$ cat config.mk
export PLATFORM = sky130hd
export DESIGN_NAME = reset_seq
export DESIGN_NICKNAME = d
export VERILOG_FILES = /design/src/rtl/reset_seq_pkg.sv /design/src/rtl/sync_bit.sv /design/src/rtl/reset_seq.sv
export SDC_FILE = /design/constraint.sdc
export NUM_CORES = 1
export LEC_CHECK = 0
export BUFFER_PORTS_ARGS = -buffer_cell sky130_fd_sc_hd__buf_2
export CORE_ASPECT_RATIO = 0.6
export CORE_MARGIN = 2
export CORE_UTILIZATION = 30
export CTS_BUF_LIST = sky130_fd_sc_hd__clkbuf_4 sky130_fd_sc_hd__clkbuf_8
export DETAILED_ROUTE_END_ITERATION = 12
export PLACE_DENSITY = 0.5
export SYNTH_ARGS = -nofsm -noshare
export SYNTH_HDL_FRONTEND = slang
export SYNTH_SLANG_ARGS = --single-unit
$ cat constraint.sdc
create_clock -name clk -period 1.83 [get_ports clk]
set_input_delay 0.2745 -clock clk [delete_from_list [all_inputs] [get_ports clk]]
set_output_delay 0.2745 -clock clk [all_outputs]
set_load 0.01 [all_outputs]
$ cat src/rtl/reset_seq_pkg.sv
// Shared types and helpers for the reset sequencer.
// Latency: n/a (declarations only).
// Backpressure: n/a.
package reset_seq_pkg;

    typedef enum logic [1:0] {
        HOLD    = 2'd0,
        RELEASE = 2'd1,
        RUN     = 2'd2
    } state_t;

    // Counter width for a count range of n; never narrower than one bit.
    function automatic int cnt_w(input int n);
        int w;
        w = $clog2(n);
        return (w < 1) ? 1 : w;
    endfunction

endpackage

$ cat src/rtl/sync_bit.sv
// Multi-flop single-bit synchronizer with synchronous active-high clear.
// Latency: STAGES clk edges from din to dout.
// Backpressure: none; free-running sampler.
// Ports: clk, rst (sync, active-high, clears chain to 0), din (async), dout.
module sync_bit #(
    parameter int STAGES = 2
) (
    input  logic clk,
    input  logic rst,
    input  logic din,
    output logic dout
);

    logic [STAGES-1:0] sync_q;
    logic [STAGES-1:0] sync_d;

    always_comb begin
        sync_d = {sync_q[STAGES-2:0], din};
    end

    always_ff @(posedge clk) begin
        if (rst) begin
            sync_q <= '0;
        end else begin
            sync_q <= sync_d;
        end
    end

    assign dout = sync_q[STAGES-1];

endmodule

$ cat src/rtl/reset_seq.sv
// Reset sequencer: holds all domains in reset, then releases them one by one in index order.
// Latency: request to all-asserted is SYNC_STAGES+1 edges; release spacing HOLD_CYCLES then STAGGER.
// Backpressure: none; a request or rst restarts the sequence from any state.
// Ports: clk, rst (sync active-high), rst_req_in (async request), rst_n_out[NUM_OUT] (active-low,
//        thermometer-coded, registered), done (all domains released).
// Optional RESET_SEQ_WDOG_EN: adds WDOG_CYCLES, wdog_kick, wdog_fired; a missed kick in RUN acts as a request.
module reset_seq
    import reset_seq_pkg::*;
#(
    parameter int NUM_OUT     = 4,
    parameter int HOLD_CYCLES = 16,
    parameter int STAGGER     = 8,
    parameter int SYNC_STAGES = 2
`ifdef RESET_SEQ_WDOG_EN
    ,
    parameter int WDOG_CYCLES = 64
`endif
) (
    input  logic               clk,
    input  logic               rst,
    input  logic               rst_req_in,
`ifdef RESET_SEQ_WDOG_EN
    input  logic               wdog_kick,
    output logic               wdog_fired,
`endif
    output logic [NUM_OUT-1:0] rst_n_out,
    output logic               done
);

    localparam int HW = cnt_w(HOLD_CYCLES);
    localparam int SW = cnt_w(STAGGER);
    localparam int IW = cnt_w(NUM_OUT);

    localparam logic [HW-1:0] HOLD_LAST = HW'(HOLD_CYCLES - 1);
    localparam logic [SW-1:0] STG_LAST  = SW'(STAGGER - 1);
    localparam logic [IW-1:0] IDX_LAST  = IW'(NUM_OUT - 1);

    logic req_s;
    logic req_any;

    state_t             state_q,     state_d;
    logic [HW-1:0]      hold_cnt_q,  hold_cnt_d;
    logic [SW-1:0]      stg_cnt_q,   stg_cnt_d;
    logic [IW-1:0]      idx_q,       idx_d;
    logic [NUM_OUT-1:0] rst_n_out_q, rst_n_out_d;
    logic               done_q,      done_d;

`ifdef RESET_SEQ_WDOG_EN
    localparam int WW = cnt_w(WDOG_CYCLES);
    localparam logic [WW-1:0] WDOG_LAST = WW'(WDOG_CYCLES - 1);

    logic [WW-1:0] wdog_cnt_q, wdog_cnt_d;
    logic          wdog_fired_q, wdog_fired_d;
`endif

    sync_bit #(
        .STAGES (SYNC_STAGES)
    ) u_req_sync (
        .clk  (clk),
        .rst  (rst),
        .din  (rst_req_in),
        .dout (req_s)
    );

    // A watchdog expiry is turned into a request one edge after the fired pulse.
`ifdef RESET_SEQ_WDOG_EN
    assign req_any = req_s | wdog_fired_q;
`else
    assign req_any = req_s;
`endif

    always_comb begin
        state_d     = state_q;
        hold_cnt_d  = hold_cnt_q;
        stg_cnt_d   = stg_cnt_q;
        idx_d       = idx_q;
        rst_n_out_d = rst_n_out_q;
        done_d      = done_q;
`ifdef RESET_SEQ_WDOG_EN
        wdog_cnt_d   = '0;
        wdog_fired_d = 1'b0;
`endif

        if (req_any) begin
            state_d     = HOLD;
            hold_cnt_d  = '0;
            stg_cnt_d   = '0;
            idx_d       = '0;
            rst_n_out_d = '0;
            done_d      = 1'b0;
        end else begin
            case (state_q)
                HOLD: begin
                    rst_n_out_d = '0;
                    done_d      = 1'b0;
                    if (hold_cnt_q == HOLD_LAST) begin
                        hold_cnt_d  = '0;
                        stg_cnt_d   = '0;
                        rst_n_out_d = NUM_OUT'(1);
                        if (NUM_OUT == 1) begin
                            state_d = RUN;
                            done_d  = 1'b1;
                        end else begin
                            state_d = RELEASE;
                            idx_d   = IW'(1);
                        end
                    end else begin
                        hold_cnt_d = hold_cnt_q + HW'(1);
                    end
                end
                RELEASE: begin
                    if (stg_cnt_q == STG_LAST) begin
                        stg_cnt_d   = '0;
                        // OR-in the next bit so the output stays a thermometer code.
                        rst_n_out_d = rst_n_out_q | (NUM_OUT'(1) << idx_q);
                        if (idx_q == IDX_LAST) begin
                            state_d = RUN;
                            done_d  = 1'b1;
                        end else begin
                            idx_d = idx_q + IW'(1);
                        end
                    end else begin
                        stg_cnt_d = stg_cnt_q + SW'(1);
                    end
                end
                RUN: begin
                    rst_n_out_d = '1;
                    done_d      = 1'b1;
`ifdef RESET_SEQ_WDOG_EN
                    if (wdog_kick) begin
                        wdog_cnt_d = '0;
                    end else if (wdog_cnt_q == WDOG_LAST) begin
                        wdog_cnt_d   = '0;
                        wdog_fired_d = 1'b1;
                    end else begin
                        wdog_cnt_d = wdog_cnt_q + WW'(1);
                    end
`endif
                end
                default: begin
                    state_d     = HOLD;
                    hold_cnt_d  = '0;
                    stg_cnt_d   = '0;
                    idx_d       = '0;
                    rst_n_out_d = '0;
                    done_d      = 1'b0;
                end
            endcase
        end
    end

    always_ff @(posedge clk) begin
        if (rst) begin
            state_q     <= HOLD;
            hold_cnt_q  <= '0;
            stg_cnt_q   <= '0;
            idx_q       <= '0;
            rst_n_out_q <= '0;
            done_q      <= 1'b0;
`ifdef RESET_SEQ_WDOG_EN
            wdog_cnt_q   <= '0;
            wdog_fired_q <= 1'b0;
`endif
        end else begin
            state_q     <= state_d;
            hold_cnt_q  <= hold_cnt_d;
            stg_cnt_q   <= stg_cnt_d;
            idx_q       <= idx_d;
            rst_n_out_q <= rst_n_out_d;
            done_q      <= done_d;
`ifdef RESET_SEQ_WDOG_EN
            wdog_cnt_q   <= wdog_cnt_d;
            wdog_fired_q <= wdog_fired_d;
`endif
        end
    end

    assign rst_n_out = rst_n_out_q;
    assign done      = done_q;
`ifdef RESET_SEQ_WDOG_EN
    assign wdog_fired = wdog_fired_q;
`endif

endmodule
* Word-level counts from Yosys, hierarchy flattened
Index checks and enable logic that the tools add are counted.
** Operators by class
- Shifts and indexed selects :: 1
- Bitwise gates (word level) :: 2
- Reductions and logical operators :: 7
- $add $sub $neg :: 3
- Eq/ne operators :: 9
- Multiplexer cells :: 18
** Operators with widths (count)
- 2-bit one-hot mux with 3 select lines :: 2
- 4-bit one-hot mux with 3 select lines :: 1
- 2-bit 2-to-1 mux :: 5
- 3-bit one-hot mux with 3 select lines :: 1
- 4-bit 2-to-1 mux :: 2
- 2-bit inequality test (second input constant) :: 4
- 4-bit one-hot mux with 2 select lines :: 1
- 4-bit AND reduction :: 2
- 3-bit 2-to-1 mux :: 2
- 4-bit by 1-bit adder with 4-bit output (second input constant) :: 1
- 2-bit equality test (second input constant) :: 2
- 4-bit equality test (second input constant) :: 1
- 4-bit OR :: 1
- 2-bit AND reduction :: 2
- 2-bit OR reduction :: 2
- 1-bit by 2-bit << shifter with 4-bit output (first input constant) :: 1
- 3-bit by 1-bit adder with 3-bit output (second input constant) :: 1
- 3-bit equality test (second input constant) :: 1
- 1-bit 2-to-1 mux :: 3
- 2-bit by 1-bit adder with 2-bit output (second input constant) :: 1
- 2-bit by 1-bit equality test with 1-bit output (second input constant) :: 1
- 2-bit zero test :: 1
- 1-bit one-hot mux with 2 select lines :: 1
- 1-bit NOT :: 1
** Word-level totals
- Input port bits :: 3
- Word-level logic and storage cells :: 47
- Output and inout port bits :: 5
- Register bits after elaboration :: 18

* Logic depth before layout (Yosys ltp)
- Depth after elaboration :: 4
- Depth in mapped cells :: 7
- Gate-level depth less buffers :: 5

* Cells and area by module
A second synthesis with hierarchy kept.
** Second synthesis, totals
- Cells, all modules :: 109
- Area, all modules :: 982.2 um^2
** Modules (own cells, without submodules)
- reset_seq :: times used 1, area an instance 929.6 um^2, sequential area each 320.3 um^2, cells each 105
- sync_bit :: times used 1, area an instance 52.6 um^2, sequential area each 40.0 um^2, cells each 4

* Worst setup path before layout
No wires, ideal clock.
- Path type :: register -> register
- Start point :: reg state_q[0]
- End point :: reg state_q[1]
- Slack :: 0.232 ns
- Path buffers :: 2
- Data arrival time :: 1.479 ns
- Setup time :: 0.119 ns
- Clock period less this slack :: 1.598 ns
- Required time :: 1.711 ns
- Stages on the path, launching flop included :: 8
- Path through :: dfxtp_1 > inv_1 > ha_1 > buf_6 > or2_1 > buf_6 > and2_0 > o221a_1
** On the way
- Word-level cells in the longest chain between the ends :: 3
- Elaborated cells on any way between the ends :: 9
- Those cells by class :: eq/ne (5); mux (1); bitwise (1); reduce/logical (2)
** Ends and longest elaborated chain
- start, declared :: RTL line reset_seq.sv:41 : state_t state_q, state_d;
- start signal, assigned :: RTL line reset_seq.sv:165 : state_q <= state_d;
- 2-bit by 1-bit equality test with 1-bit output, or another cell as far along :: RTL line reset_seq.sv:92 : case (state_q)
- 2-bit inequality test (no source line) or 1-bit NOT (tied branches)
- 4-bit AND reduction (no source line)
Several ways; a longest one is shown, not always the timed one.
A chain may end at the register's enable or synchronous reset.

* Worst setup path after layout
Ends and elaborated chain as after synthesis.

==> out/qor.csv <==
stage,metric,value,unit
routing,detail_route.vias_per_cell,4.67,
yosys,synth_mux_area_share,4.04,%
global_routing,grt_pass1_wl,3150,µm
placed_design,placement.cell_area,1070,µm²
power_and_ir_drop,post-layout-total-power,0.00115,W
clock_tree,cts-root-to-sink-buffers,2,
power_and_ir_drop,worst_supply_voltage_drop_on_vdd,0.351,mV
final_layout,fin_area,1120,µm²
global_routing,grt_max_degree,11,
placed_design,port_buffers,7,
timing,hold_violations,0,
timing,setup_viol,0,
clock_tree,cts_tree,built,
critical_path,path_cells,inv_1 > ha_1 > nand4b_2 > and2_0 > o221a_1,
critical_path,critical_path.endpoint_type,flop,
timing,worst_slew_margin_rel,75.6,%
critical_path,worst_ep_required_time,1980,ps
yosys,syn_area_per_cell,9.09,µm²
timing,finalMaxSlewViolations,0,
critical_path,reg2regPathDepth,5,
run_status,run_status,finished clean,
critical_path,critical_path_depth,5,
clock_tree,post-cts-setup-buffers,0,
final_layout,layout-area-overhead-vs-synth,13.5,%
routing,drt_iter0_drc,22,
placed_design,gp_congestion,0.752,
timing,timing.final.crit_share,90.4,%
global_routing,via_count_of_the_first_global_routing_pass,697,
critical_path,critical_path_buf_inv_count,1,
global_routing,grt_overflow_total,0,
yosys,synth_xor_xnor_area_share,0.884,%
critical_path,crit_path_end,state_q[1],
timing,finClkSkew,3.43,ps
critical_path,critPathLaunchType,flop,
yosys,synth_simple_gate_area_share,20.6,%
routing,drt_pre_antenna_iters,4,
final_layout,layout.cells.most_common_list,"dfxtp_1, ha_1, a21oi_1, nand2_1",
timing,post-route-min-period,1650,ps
yosys,synth_compound_area_share,18.1,%
yosys,postSynth.asyncResetShare,0,%
timing,grt_setup_unrepaired,false,
floorplanning,design.die.area,3790,µm²
clock_tree,insertion_delay,260,ps
power_and_ir_drop,cellPowerDensity,1020,nW/µm²
critical_path,worst_path_dominant_cell_family,simple AND/OR/NAND/NOR gates,
placed_design,dp.final_hpwl,1390,µm
floorplanning,die_height,48.5,µm
global_routing,global_route.usage.total,10.6,%
floorplanning,start_util,30.9,%
clock_tree,cts.repair.resized,0,
final_layout,antenna_cells_inserted,0,
routing,avgRoutedWirePerCell,11.2,µm
timing,setup_total_negative_slack,0,ps
critical_path,r2r-end,state_q[1],
timing,tightest_slew,364,ps
critical_path,critical_path.startpoint,state_q[0],
yosys,cell_area_after_synthesis,991,µm²
hold_path,hold_path.class,in2reg,
routing,routed_wl,1830,µm
clock_tree,clock_sinks,18,
critical_path,worstPathArrival,1810,ps
floorplanning,number_of_top_level_pins,8,
final_layout,finish.net_count,133,
routing,ant_nets,0,
yosys,largest_family_of_logic_cells_by_synthesized_area,simple AND/OR/NAND/NOR gates,
final_layout,fraction_of_layout_cells_with_a_size_suffix_above_1,16.1,%
clock_tree,ctsHoldBuffers,0,
yosys,synth.yosys.seq_area_share,36.4,%
yosys,postSynthCellCount,109,
power_and_ir_drop,power.static_leakage,0.450,nW
yosys,synth_cell_types,31,
critical_path,timing.setup.critical_path_class,reg2reg,
critical_path,worst_path_largest_cell_delay,400,ps
floorplanning,rows,16,
routing,detail_route.drc_violations,0,
critical_path,largest_driver_fanout_on_the_critical_path,9,
flow_run,cap_violations,0,
timing,achievable-frequency,604,MHz
yosys,synth-edff-count,0,
critical_path,reg2reg_slack,180,ps
floorplanning,design.core.area,3200,µm²
critical_path,critPathSlowestCell,dfxtp_1,
global_routing,initial_antenna_violation_count,0,
yosys,postSynthRegisterBits,18,
final_layout,layout_commonest_cell,dfxtp_1,
yosys,synth_flop_type,dfxtp_1,
yosys,synth_net_count,123,
routing,num_vias,761,
yosys,synth_fa_ha_area_share,13.9,%
floorplanning,die_w,78.2,µm
clock_tree,clock_tree.htree_level_count,1,
critical_path,startpoint_of_the_most_critical_register_to_register_path,state_q[0],
clock_tree,cts-buffers-inserted,3,
clock_tree,cts_root_buf,clkbuf_8,
yosys,ys.warnings.count,0,
clock_tree,clk_pin_slew_worst_paths,70,ps
[power breakdown]
part           leakage, nW  internal (W)  switching [W]
Combinational        0.275      0.000144       0.000170
Sequential           0.146      0.000451      0.0000507
Clock               0.0288      0.000191       0.000138
Total                0.450      0.000786       0.000359
[logic make-up (layout without fill, tap and decap cells)]
| group | Yosys count | in the layout |
|---|---|---|
| xor+xnor | 1 | 1 |
| flops | 18 | 18 |
| simple gates | 37 | 37 |
| mux | 4 | 4 |
| compound gates | 26 | 26 |
| fa+ha+maj | 11 | 11 |
| buf+inv | 12 | 21 |
[synthesized netlist by cell type, drive strengths merged (3+ instances only)]
library cell | number | share of area, %
buf | 3 | 2.8
nor2b | 6 | 3.8
nor2 | 4 | 1.5
mux2i | 4 | 4.0
ha | 11 | 14
o21ai | 7 | 3.5
inv | 7 | 2.7
nand2 | 8 | 3.0
a21oi | 11 | 6.3
nand3 | 7 | 3.5
dfxtp | 18 | 36
[how the worst min path moves through the flow]
stage / startpoint / slack, ps / cells past startpoint / endpoint
3_5_place_dp: rst_n_out[1] / 440 / 2 / rst_n_out[1]
5_1_grt: rst / 200 / 2 / u_req_sync.sync_q[1]
4_1_cts: rst / 200 / 2 / u_req_sync.sync_q[0]
6_report: rst / 210 / 2 / u_req_sync.sync_q[0]
3_3_place_gp: u_req_sync.sync_q[0] / 430 / 1 / u_req_sync.sync_q[1]
2_1_floorplan: rst / 350 / 1 / u_req_sync.sync_q[0]
[routing by layer]
metal / GRT usage (%) / routed length (µm) / share of wire [%]
met5: 0 / 0 / 0
met4: 1.75 / 0 / 0
met3: 4.48 / 86 / 4.7
met2: 16.4 / 776 / 43
met1: 14.1 / 962 / 53
[state kept, by name, summed over array words and instances (netlist names)]
register,cells
done,1
hold_cnt_q,4
idx_q,2
rst_n_out,4
state_q,2
stg_cnt_q,3
u_req_sync.sync_q,2
[area by class of cell]
type	count	area [µm²]
timing repair buffer	10	57.6
tap	45	56.3
sequential	18	360
inverter	7	26.3
clock buffer	4	55.1
multi-input combinational	79	569
fill	351	2080
[through the flow]
stage / setup slack [ps] / std cells / util, % / hold WS, ps
4_1_cts: 168 / 163 / 35.1 / 199
3_5_place_dp: 170 / 159 / 33.4 / 438
2_1_floorplan: 232 / 109 / - / 346
5_1_grt: 52.6 / 163 / 35.1 / 198
6_report: 175 / 163 / 35.1 / 210
3_3_place_gp: 248 / 159 / 33.4 / 428
No activity file was read; power rests on OpenSTA's default activity.
